===== src/rtl/bist_pkg.sv =====
// Shared definitions for the BILBO self-test sequencer: the chain mode encodings
// ({b1,b2}), the FSM state encoding and the state-to-mode mapping.
package bist_pkg;

  localparam logic [1:0] BILBO_NORMAL = 2'b10;  // d = data
  localparam logic [1:0] BILBO_SIG    = 2'b11;  // d = data ^ tdata
  localparam logic [1:0] BILBO_SHIFT  = 2'b01;  // d = tdata
  localparam logic [1:0] BILBO_CLEAR  = 2'b00;  // d = 0

  typedef enum logic [2:0] {
    StIdle,
    StClear,
    StSeed,
    StRun,
    StUnload,
    StDone
  } bist_state_e;

  function automatic logic [1:0] state_mode(bist_state_e st);
    case (st)
      StClear:         return BILBO_CLEAR;
      StSeed, StUnload: return BILBO_SHIFT;
      StRun:           return BILBO_SIG;
      default:         return BILBO_NORMAL;
    endcase
  endfunction

endpackage


===== src/rtl/bist_down_cnt.sv =====
// Loadable down-counter with terminal-count flag; holds at zero rather than wrapping.
module bist_down_cnt #(
  parameter int unsigned Width = 4
) (
  input  logic             clock,
  input  logic             rst,
  input  logic             load,
  input  logic [Width-1:0] load_val,
  output logic [Width-1:0] count,
  output logic             tc
);

  logic [Width-1:0] count_q;

  always_ff @(posedge clock) begin
    if (rst) begin
      count_q <= '0;
    end else if (load) begin
      count_q <= load_val;
    end else if (count_q != '0) begin
      count_q <= count_q - 1'b1;
    end
  end

  assign count = count_q;
  assign tc    = (count_q == '0);

endmodule


===== src/rtl/bilbo_bist_ctrl.sv =====
// BILBO chain self-test sequencer: clear, optional seed scan-in, signature run, unload+compare.
// Define BILBO_BIST_SEED_EN to include the SEED scan-in phase.
module bilbo_bist_ctrl
  import bist_pkg::*;
#(
  parameter int unsigned           CHAIN_LEN = 8,
  parameter int unsigned           PATTERNS  = 16,
  parameter logic [CHAIN_LEN-1:0]  SEED      = 8'h01,
  parameter logic [CHAIN_LEN-1:0]  SIGNATURE = 8'hA5
) (
  input  logic                         clock,
  input  logic                         rst,
  input  logic                         start,
  output logic                         bilbo_b1,
  output logic                         bilbo_b2,
  output logic                         scan_tdata,
  input  logic                         scan_tail,
  output logic                         busy,
  output logic                         done,
  output logic                         pass,
  output logic [$clog2(CHAIN_LEN)-1:0] fail_idx
);

  localparam int unsigned MaxLen = (CHAIN_LEN > PATTERNS) ? CHAIN_LEN : PATTERNS;
  localparam int unsigned CntW   = $clog2(MaxLen) + 1;
  localparam int unsigned IdxW   = $clog2(CHAIN_LEN);

  bist_state_e         state_q, state_d;
  logic [1:0]          mode_q;
  logic                busy_q, done_q, pass_q, miss_q;
  logic [IdxW-1:0]     fail_idx_q;

  logic                cnt_load, tc;
  logic [CntW-1:0]     cnt_val, cnt;
  logic [CHAIN_LEN-1:0] sel;
  logic                seed_bit, sig_bit, mismatch;

  bist_down_cnt #(
    .Width (CntW)
  ) u_cnt (
    .clock    (clock),
    .rst      (rst),
    .load     (cnt_load),
    .load_val (cnt_val),
    .count    (cnt),
    .tc       (tc)
  );

  // In SEED and UNLOAD the counter value equals the chain bit position being handled.
  assign sel      = {{(CHAIN_LEN-1){1'b0}}, 1'b1} << cnt;
  assign seed_bit = |(SEED & sel);
  assign sig_bit  = |(SIGNATURE & sel);
  assign mismatch = (state_q == StUnload) && (scan_tail != sig_bit);

  always_comb begin
    state_d  = state_q;
    cnt_load = 1'b0;
    cnt_val  = '0;
    case (state_q)
      StIdle, StDone: begin
        if (start) begin
          state_d  = StClear;
          cnt_load = 1'b1;
        end
      end
      StClear: begin
        cnt_load = 1'b1;
`ifdef BILBO_BIST_SEED_EN
        state_d  = StSeed;
        cnt_val  = CntW'(CHAIN_LEN - 1);
`else
        state_d  = StRun;
        cnt_val  = CntW'(PATTERNS - 1);
`endif
      end
      StSeed: begin
        if (tc) begin
          state_d  = StRun;
          cnt_load = 1'b1;
          cnt_val  = CntW'(PATTERNS - 1);
        end
      end
      StRun: begin
        if (tc) begin
          state_d  = StUnload;
          cnt_load = 1'b1;
          cnt_val  = CntW'(CHAIN_LEN - 1);
        end
      end
      StUnload: begin
        if (tc) state_d = StDone;
      end
      default: state_d = StIdle;
    endcase
  end

  // RUN feeds the tail straight back to the head, so tdata is combinational on the state.
  always_comb begin
    scan_tdata = 1'b0;
    case (state_q)
      StSeed:  scan_tdata = seed_bit;
      StRun:   scan_tdata = scan_tail;
      default: scan_tdata = 1'b0;
    endcase
  end

  always_ff @(posedge clock) begin
    if (rst) begin
      state_q    <= StIdle;
      mode_q     <= BILBO_NORMAL;
      busy_q     <= 1'b0;
      done_q     <= 1'b0;
      pass_q     <= 1'b0;
      miss_q     <= 1'b0;
      fail_idx_q <= '0;
    end else begin
      state_q <= state_d;
      mode_q  <= state_mode(state_d);
      busy_q  <= !(state_d inside {StIdle, StDone});
      done_q  <= (state_d == StDone);
      if (state_d == StClear) begin
        pass_q     <= 1'b0;
        miss_q     <= 1'b0;
        fail_idx_q <= '0;
      end else if (mismatch && !miss_q) begin
        miss_q     <= 1'b1;
        fail_idx_q <= IdxW'(cnt);
      end
      if (state_q == StUnload && state_d == StDone) begin
        pass_q <= !(miss_q || mismatch);
      end
    end
  end

  assign bilbo_b1 = mode_q[1];
  assign bilbo_b2 = mode_q[0];
  assign busy     = busy_q;
  assign done     = done_q;
  assign pass     = pass_q;
  assign fail_idx = fail_idx_q;

endmodule


===== config.mk =====
export PLATFORM = sky130hd
export DESIGN_NAME = bilbo_bist_ctrl
export DESIGN_NICKNAME = d
export VERILOG_FILES = /design/src/rtl/bist_pkg.sv /design/src/rtl/bist_down_cnt.sv /design/src/rtl/bilbo_bist_ctrl.sv
export SDC_FILE = /design/constraint.sdc
export NUM_CORES = 1
export LEC_CHECK = 0
export CORE_MARGIN = 2
export CORE_UTILIZATION = 59
export CTS_CLUSTER_DIAMETER = 40
export DETAILED_ROUTE_END_ITERATION = 6
export PLACE_DENSITY = 0.95
export SLEW_MARGIN = 30
export SYNTH_ARGS = -nofsm -noshare
export SYNTH_HDL_FRONTEND = slang
export SYNTH_SLANG_ARGS = --single-unit

===== constraint.sdc =====
create_clock -name clock -period 4.6 [get_ports clock]
set_input_delay 1.38 -clock clock [delete_from_list [all_inputs] [get_ports clock]]
set_output_delay 1.38 -clock clock [all_outputs]
set_load 0.005 [all_outputs]

Yosys cells after proc, flatten, opt, wreduce, memory -nomap -nowiden
Index checks and enable logic that the tools add are counted.
- word-level logic and storage cells: 57
- input port bits: 4
- bits in registers: 17
- output and inout bits: 9
- shift operators: 1
- reduce and logical (&&, ||, !) cells: 19
- add/sub/neg operators: 1
- muxes and demuxes: 17
- equal/unequal tests: 11
- operator list (kind ; number):
    2-to-1 mux 3 bit ; 5
    case mux 3 bit (5 select lines) ; 1
    == test 3 x 2 -> 1 bit (second input constant) ; 4
    == test 3 bit (second input constant) ; 4
    case mux 4 bit (3 select lines) ; 1
    2-to-1 mux 5 bit ; 2
    OR reduction 2 bit ; 4
    left shift 1 x 5 -> 8 bit (first input constant) ; 1
    == test 3 x 1 -> 1 bit (second input constant) ; 2
    logical NOT 3 bit ; 2
    case mux 2 bit (3 select lines) ; 1
    nonzero test 2 bit ; 3
    logical NOT 5 bit ; 1
    nonzero test 5 bit ; 1
    subtractor 5 x 1 -> 5 bit (second input constant) ; 1
    2-to-1 mux 1 bit ; 4
    2-to-1 mux 4 bit ; 1
    OR reduction 4 bit ; 1
    logical AND 1 bit ; 3
    logical NOT 1 bit ; 3
    case mux 1 bit (3 select lines) ; 1
    case mux 1 bit (2 select lines) ; 1
    logical OR 1 bit ; 1
    inequality test 1 bit ; 1

Depth between registers and ports, before layout
Gate-level depths: netlist of run 1.
- depth in word-level cells: 7
- depth in mapped cells: 7
- mapped depth without buffers: 6

Modules after synthesis
A second synthesis of run 1 with hierarchy kept.
- cells, all modules: 127
- area total of the unflattened synthesis: 1036.0 µm²
- by module, submodules not included (module ; cells an instance ; sequential area each (µm²) ; area each (µm²) ; instances):
    bilbo_bist_ctrl ; 95 ; 240.2 ; 748.2 ; 1
    bist_down_cnt ; 32 ; 100.1 ; 287.8 ; 1

Worst setup path before layout of run 1
No wires, ideal clock.
- kind: in2out
- start point: input scan_tail
- end point: output scan_tdata
- buffers on the path: 0
- stages: 2
- required time: 3.220 ns
- setup slack: 1.668 ns
- data arrival time: 1.552 ns
- cell sequence: a21oi_1 nor2_1
- longest elaborated chain between the ends: 1
- ends and longest elaborated chain (element ; RTL line ; RTL):
    start, declared ; bilbo_bist_ctrl.sv:17 ; input logic scan_tail,
    case mux 1 bit (2 select lines) ; bilbo_bist_ctrl.sv:100 ; case (state_q)
    end, declared ; bilbo_bist_ctrl.sv:16 ; output logic scan_tdata,
Every way passes these cells.

Final worst setup path of run 1
Same ends and word-level chain as after synthesis.

==> flow_metrics.env, run 1 <==
export IMPL_firstDrtPassIters=4
export IMPL_diodes=0
export IMPL_drcViolationCount=0
export IMPL_ys_types=47
export IMPL_yosysSeqAreaShare_pct=30.16
export IMPL_grt_ovfl_total=0
export IMPL_cp_max_fo=5
export IMPL_worst_slack_ns=0.5734
export IMPL_final_area_mm2=0.001211
export IMPL_synth_fp_nets=138
export IMPL_viasPerCell=5.864
export IMPL_core_region_area_mm2=0.001764
export IMPL_postCtsHoldBufs=0
export IMPL_fin_skew_ns=0.009302
export IMPL_cts_buffer_depth=2
export IMPL_p_per_area_mw_per_mm2=541.5
export IMPL_io_pins=13
export IMPL_cp_start_kind="input port"
export IMPL_cts_root_buffer="clkbuf_4"
export IMPL_hold_class="flop to flop"
export IMPL_die_width_um=47.74
export IMPL_total_power_mw=0.6558
export IMPL_crit_type="input port to output pin"
export IMPL_regArea_um2=340.3
export IMPL_clock_latency_ns=0.29
export IMPL_gp_congestion=0.8254
export IMPL_htreeDepth=1
export IMPL_route_antenna_remaining_nets=0
export IMPL_end_kind="output pin"
export IMPL_die_h_um=47.74
export IMPL_synth_seq_cells=17
export IMPL_seqPwrFrac_pct=36.9
export IMPL_drive_gt1_share_pct=12.41
export IMPL_clock_sinks=17
export IMPL_yosysWarnings=0
export IMPL_synthArstFlopShare_pct=0
export IMPL_port_buffers=12
export IMPL_netlist_instances=132
export IMPL_power_switching_mw=0.2925
export IMPL_cts_tree="done"
export IMPL_finalMaxSlewViolations=0
export IMPL_hold_violations=0
export IMPL_antenna_found_initial=0
export IMPL_synth_area_leaders="dfxtp_1, a21oi_1, nand2_1"
export IMPL_internal_power_mw=0.3634
export IMPL_combPwrFrac_pct=50.7
export IMPL_rsz0062_at_grt="false"
export IMPL_vias=950
export IMPL_tns_ns=0
export IMPL_sw_frac_of_total_pct=44.59
export IMPL_netlist_area_leader_share_pct=30.16
export IMPL_crit_path_cell_trace="clkdlybuf4s50_1, a21oi_1, nor2_1, clkdlybuf4s50_1"
export IMPL_die_area_mm2=0.002279
export IMPL_setup_viol=0
export IMPL_period_needed_ns=4.027
export IMPL_final_cells=162
export IMPL_areaGrowthSynthToFinish_pct=7.317
export IMPL_grt_pass1_vias=828
export IMPL_relSlewSlack_pct=57.04
export IMPL_wl_per_cell_um=14.00
export IMPL_multi_input_area_um2=676.9
export IMPL_post_cts_buffers=0
export IMPL_fmax_mhz=248.4
export IMPL_nFillCells=162
export IMPL_syn_area_mm2=0.001129
export IMPL_ir_worst_vdd_uv=334.3
export IMPL_fin_nets=144
export IMPL_fin_crit_sh_pct=87.53
export IMPL_synth_edf_count=0
export IMPL_std_cell_rows=15
export IMPL_critPathTopFamily="buffers and inverters"
export IMPL_power_frac_clock_pct=12.4
export IMPL_synth_avg_cell_area_um2=8.550
export IMPL_post_place_ws_ns=0.5879
export IMPL_placed_cell_area_mm2=0.001184
export IMPL_power_leakage_nw=0.4420
export IMPL_worst_slew_pin_slew_ns=0.6435
export IMPL_dp_cells=158
export IMPL_cts_buffers=3
export IMPL_track_usage_pct=22.89
export IMPL_crit_slowest_cell="clkdlybuf4s50_1"
export IMPL_cpMostUsedCell="clkdlybuf4s50_1"
export IMPL_status="complete, no violations"
export IMPL_ctsResizeCount=0
export IMPL_detailed_place_hpwl_mm=1.584
export IMPL_cp_arrival_ns=2.65
export IMPL_drv_cap=0
export IMPL_synth_ff_type="dfxtp_1"
export IMPL_drt_wl_total_mm=2.268
export IMPL_clk_pin_slew_ns=0.11
export IMPL_worst_ep_required_time_ns=3.22
export IMPL_cp_slowest_stage_delay_ns=0.53
export IMPL_grt_max_degree=22
export IMPL_grt_pass1_wl_mm=3.677
export IMPL_crit_buf_inv=2
export IMPL_dr_first_iter_drc_count=23
export IMPL_synth_area_leader_cell="dfxtp_1"
export IMPL_initial_core_util_pct=63.97
## metrics by stage
| step | util [%] | hold slack (ns) |
|---|---|---|
| 2_1_floorplan | - | 0.4414 |
| 3_3_place_gp | 67.09 | 0.4438 |
| 3_5_place_dp | 67.09 | 0.4580 |
| 4_1_cts | 68.65 | 0.4733 |
| 5_1_grt | 68.65 | 0.4922 |
| 6_report | 68.65 | 0.4674 |
## synthesized netlist by cell type, types with 2 or more instances
cell / instances
a221oi_2: 2
nor3_1: 4
ha_1: 2
buf_6: 4
nor2_1: 14
inv_1: 3
o311ai_0: 2
nand2_1: 15
clkbuf_8: 2
nand2b_1: 2
nand4b_1: 2
mux2i_1: 4
o21ai_0: 4
xor2_1: 2
nand3_1: 2
clkbuf_1: 3
nor4_1: 2
or3_1: 2
nor2b_1: 3
or2b_2: 2
xnor2_1: 3
a21oi_1: 12
dfxtp_1: 17
## power groups by stage
stage,Combinational [mW],Clock [mW],Sequential (mW)
finish,0.332,0.0816,0.242
CTS,0.330,0.0823,0.241
global placement,0.311,0,0.238
global route,0.361,0.0919,0.249
detailed placement,0.327,0,0.245
floorplan,0.339,0,0.195
## path summary, 6_finish.rpt
| check | from | to | slack [ns] | depth (start not counted) |
|---|---|---|---|---|
| min | fail_idx[1]$_SDFFE_PP0P_ | fail_idx[1]$_SDFFE_PP0P_ | 0.47 | 2 |
| min reg2reg | fail_idx[1]$_SDFFE_PP0P_ | fail_idx[1]$_SDFFE_PP0P_ | 0.47 | 2 |
| max reg2reg | state_q[1]$_SDFF_PP0_ | u_cnt.count[0]$_SDFFE_PP0P_ | 2.64 | 4 |
| max | scan_tail | scan_tdata | 0.57 | 4 |
## flip-flops by register name, indices dropped and copies added, names as in the netlist
register	flops
fail_idx	3
u_cnt.count	5
miss_q	1
state_q	3
done	1
pass	1
mode_q	2
busy	1
## cell type report
class | instances | share of cell area, %
Sequential cell | 17 | 28.10
Clock buffer | 3 | 1.860
Multi-Input combinational cell | 100 | 55.89
Inverter | 4 | 1.240
Timing Repair Buffer | 12 | 9.917
Clock inverter | 1 | 0.4132
Tap cell | 25 | 2.583
## placed cells by master, fill, tap and decap left out, types with 2 or more instances in the layout
cell             instances
a21oi_1                 12
a221oi_2                 2
clkbuf_4                 3
clkdlybuf4s50_1         12
dfxtp_1                 17
ha_1                     2
inv_1                    3
mux2i_1                  4
nand2_1                 15
nand2b_1                 2
nand3_1                  2
nand4b_1                 2
nor2_1                  14
nor2b_1                  3
nor3_1                   4
nor4_1                   2
o21ai_0                  4
o311ai_0                 2
or2b_2                   2
or3_1                    2
xnor2_1                  3
xor2_1                   2
## logic make-up after synthesis
logic type | Yosys count | synth area share (%)
multiplexers | 4 | 3.548
XOR/XNOR | 5 | 3.881
AO/OA/AOI/OAI | 31 | 20.18
buffers and inverters | 15 | 9.866
AND/OR/NAND/NOR | 58 | 30.16
adder cells (fa/ha/maj) | 2 | 2.217
flip-flops | 17 | 30.16
## metal layers
| metal | GRT usage [%] | share of wire [%] | vias to the layer above |
|---|---|---|---|
| met1 | 29.52 | 44 | 443 |
| met5 | 0 | 0 | - |
| met2 | 38.67 | 50 | 24 |
| met4 | 8.108 | 1.2 | 0 |
| li1 | - | - | 479 |
| met3 | 3.396 | 4.1 | 4 |
## tightest hold or removal path, stage by stage (launching register included)
cell and delay, ns:
dfxtp_1 0.32, nand2_1 0.05, mux2i_1 0.06
Power figures use the tool's default switching activity.
==> inputs of run 2 (changes only) <==
--- a/config.mk
+++ b/config.mk
@@ -6,10 +6,10 @@
 export NUM_CORES = 1
 export LEC_CHECK = 0
 export CORE_MARGIN = 2
-export CORE_UTILIZATION = 59
+export CORE_UTILIZATION = 50
 export CTS_CLUSTER_DIAMETER = 40
 export DETAILED_ROUTE_END_ITERATION = 6
-export PLACE_DENSITY = 0.95
+export PLACE_DENSITY = 0.84
 export SLEW_MARGIN = 30
 export SYNTH_ARGS = -nofsm -noshare
 export SYNTH_HDL_FRONTEND = slang
==> flow_metrics.env, run 2 (synthesis gave the netlist of run 1 again) <==
export IMPL_crit_path_cell_trace="clkdlybuf4s50_1, a21oi_1, nor2_1, clkdlybuf4s50_1"
export IMPL_power_switching_mw=0.2836
export IMPL_end_kind="output pin"
export IMPL_detailed_place_hpwl_mm=1.532
export IMPL_hold_class="flop to flop"
export IMPL_multi_input_area_um2=676.9
export IMPL_route_antenna_remaining_nets=0
export IMPL_setup_viol=0
export IMPL_top_usage_layer="met2"
export IMPL_core_region_area_mm2=0.002170
export IMPL_cts_buffer_depth=2
export IMPL_combPwrFrac_pct=50.3
export IMPL_clock_latency_ns=0.29
export IMPL_initial_core_util_pct=52.02
export IMPL_crit_buf_inv=2
export IMPL_gp_congestion=0.8795
export IMPL_std_cell_rows=17
export IMPL_diodes=0
export IMPL_cp_max_fo=5
export IMPL_hold_violations=0
export IMPL_layout_common_cells="dfxtp_1, nand2_1, nor2_1, a21oi_1, clkdlybuf4s50_1"
export IMPL_fmax_mhz=248.6
export IMPL_port_buffers=12
export IMPL_ir_worst_vdd_uv=382.3
export IMPL_ctsResizeCount=0
export IMPL_period_needed_ns=4.023
export IMPL_cpMostUsedCell="clkdlybuf4s50_1"
export IMPL_fin_skew_ns=0.001028
export IMPL_seqPwrFrac_pct=37.1
export IMPL_finalMaxSlewViolations=0
export IMPL_grt_ovfl_total=0
export IMPL_p_per_area_mw_per_mm2=532.2
export IMPL_grt_pass1_vias=858
export IMPL_io_pins=13
export IMPL_power_leakage_nw=0.4420
export IMPL_fin_crit_sh_pct=87.45
export IMPL_cp_arrival_ns=2.64
export IMPL_status="complete, no violations"
export IMPL_htreeDepth=1
export IMPL_crit_slowest_cell="clkdlybuf4s50_1"
export IMPL_crit_type="input port to output pin"
export IMPL_cts_tree="done"
export IMPL_cts_root_buffer="clkbuf_4"
export IMPL_die_area_mm2=0.002653
export IMPL_vias=956
export IMPL_wl_per_cell_um=13.03
export IMPL_grtUsageMet3_pct=2.586
export IMPL_tns_ns=0
export IMPL_final_util_pct=56.00
export IMPL_fin_nets=144
export IMPL_worst_ep_required_time_ns=3.22
export IMPL_sw_frac_of_total_pct=43.86
export IMPL_drcViolationCount=0
export IMPL_grt_pass1_wl_mm=3.588
export IMPL_grt_max_degree=22
export IMPL_cts_buffers=3
export IMPL_postCtsHoldBufs=0
export IMPL_critPathTopFamily="buffers and inverters"
export IMPL_power_frac_clock_pct=12.6
export IMPL_relSlewSlack_pct=57.25
export IMPL_cp_start_kind="input port"
export IMPL_dr_first_iter_drc_count=23
export IMPL_drive_gt1_share_pct=12.41
export IMPL_rsz0062_at_grt="false"
export IMPL_use_met1_pct=22.34
export IMPL_clock_sinks=17
export IMPL_nFillCells=203
export IMPL_firstDrtPassIters=4
export IMPL_layout_commonest_cell="dfxtp_1"
export IMPL_regArea_um2=340.3
export IMPL_die_h_um=51.51
export IMPL_use_met2_pct=29.91
export IMPL_largest_reg_flops=5
export IMPL_areaGrowthSynthToFinish_pct=7.650
export IMPL_die_width_um=51.51
export IMPL_viasPerCell=5.794
export IMPL_internal_power_mw=0.3630
export IMPL_track_usage_pct=17.61
export IMPL_clk_pin_slew_ns=0.10
export IMPL_drv_cap=0
export IMPL_post_cts_buffers=0
export IMPL_drt_wl_total_mm=2.150
export IMPL_cp_slowest_stage_delay_ns=0.52
export IMPL_worst_slew_pin_slew_ns=0.6404
export IMPL_antenna_found_initial=0
run 2: cell counts in the layout (fill, tap and decap cells not counted):
No cell type changed its count.
run 2: path summary, 6_finish.rpt:
check,to,slack [ns],start,cells after the start
setup / recovery,scan_tdata,0.58,scan_tail,4
hold / removal,fail_idx[2]$_SDFFE_PP0P_,0.47,fail_idx[2]$_SDFFE_PP0P_,2
setup reg to reg,u_cnt.count[1]$_SDFFE_PP0P_,2.67,state_q[1]$_SDFF_PP0_,4
hold reg to reg,fail_idx[2]$_SDFFE_PP0P_,0.47,fail_idx[2]$_SDFFE_PP0P_,2
run 2: per-stage QoR:
step	worst slack (ns)	hold WS (ns)	area (µm²)	power, mW	std cells
after detailed placement	0.5870	0.4531	1187	0.5635	161
final	0.5774	0.4657	1215	0.6465	165
after global placement	0.5901	0.4426	1187	0.5521	161
after floorplan	1.668	0.4414	1129	0.5341	132
after global routing	0.4983	0.4840	1215	0.6907	165
after CTS	0.5738	0.4715	1215	0.6460	165
run 2: routing by layer:
metal,vias to the layer above,part of all wire [%]
met2,24,47
met4,0,1.3
li1,481,-
met5,-,0
met1,446,46
met3,5,5.4
run 2: worst register-to-register path, cell delays in order (launching register included):
cell and delay, ns:
dfxtp_1 0.70, and2b_4 0.28, a22o_4 0.24, or3_1 0.37, a221oi_2 0.26
run 2: area by class of cell:
cell class	instances	share of cell area, %
clock inverters	1	0.4119
flip-flops and latches	17	28.01
repair buffers	12	9.887
clock buffers	3	1.854
well taps	28	2.884
inverters	4	1.236
multi-input cells	100	55.72
run 2: power by group through the flow:
stage               sequential [mW]  clock (mW)  combinational (mW)
finish                        0.240      0.0817               0.325
global route                  0.246      0.0895               0.355
CTS                           0.239      0.0836               0.324
detailed placement            0.242           0               0.322
global placement              0.239           0               0.313
floorplan                     0.195           0               0.339
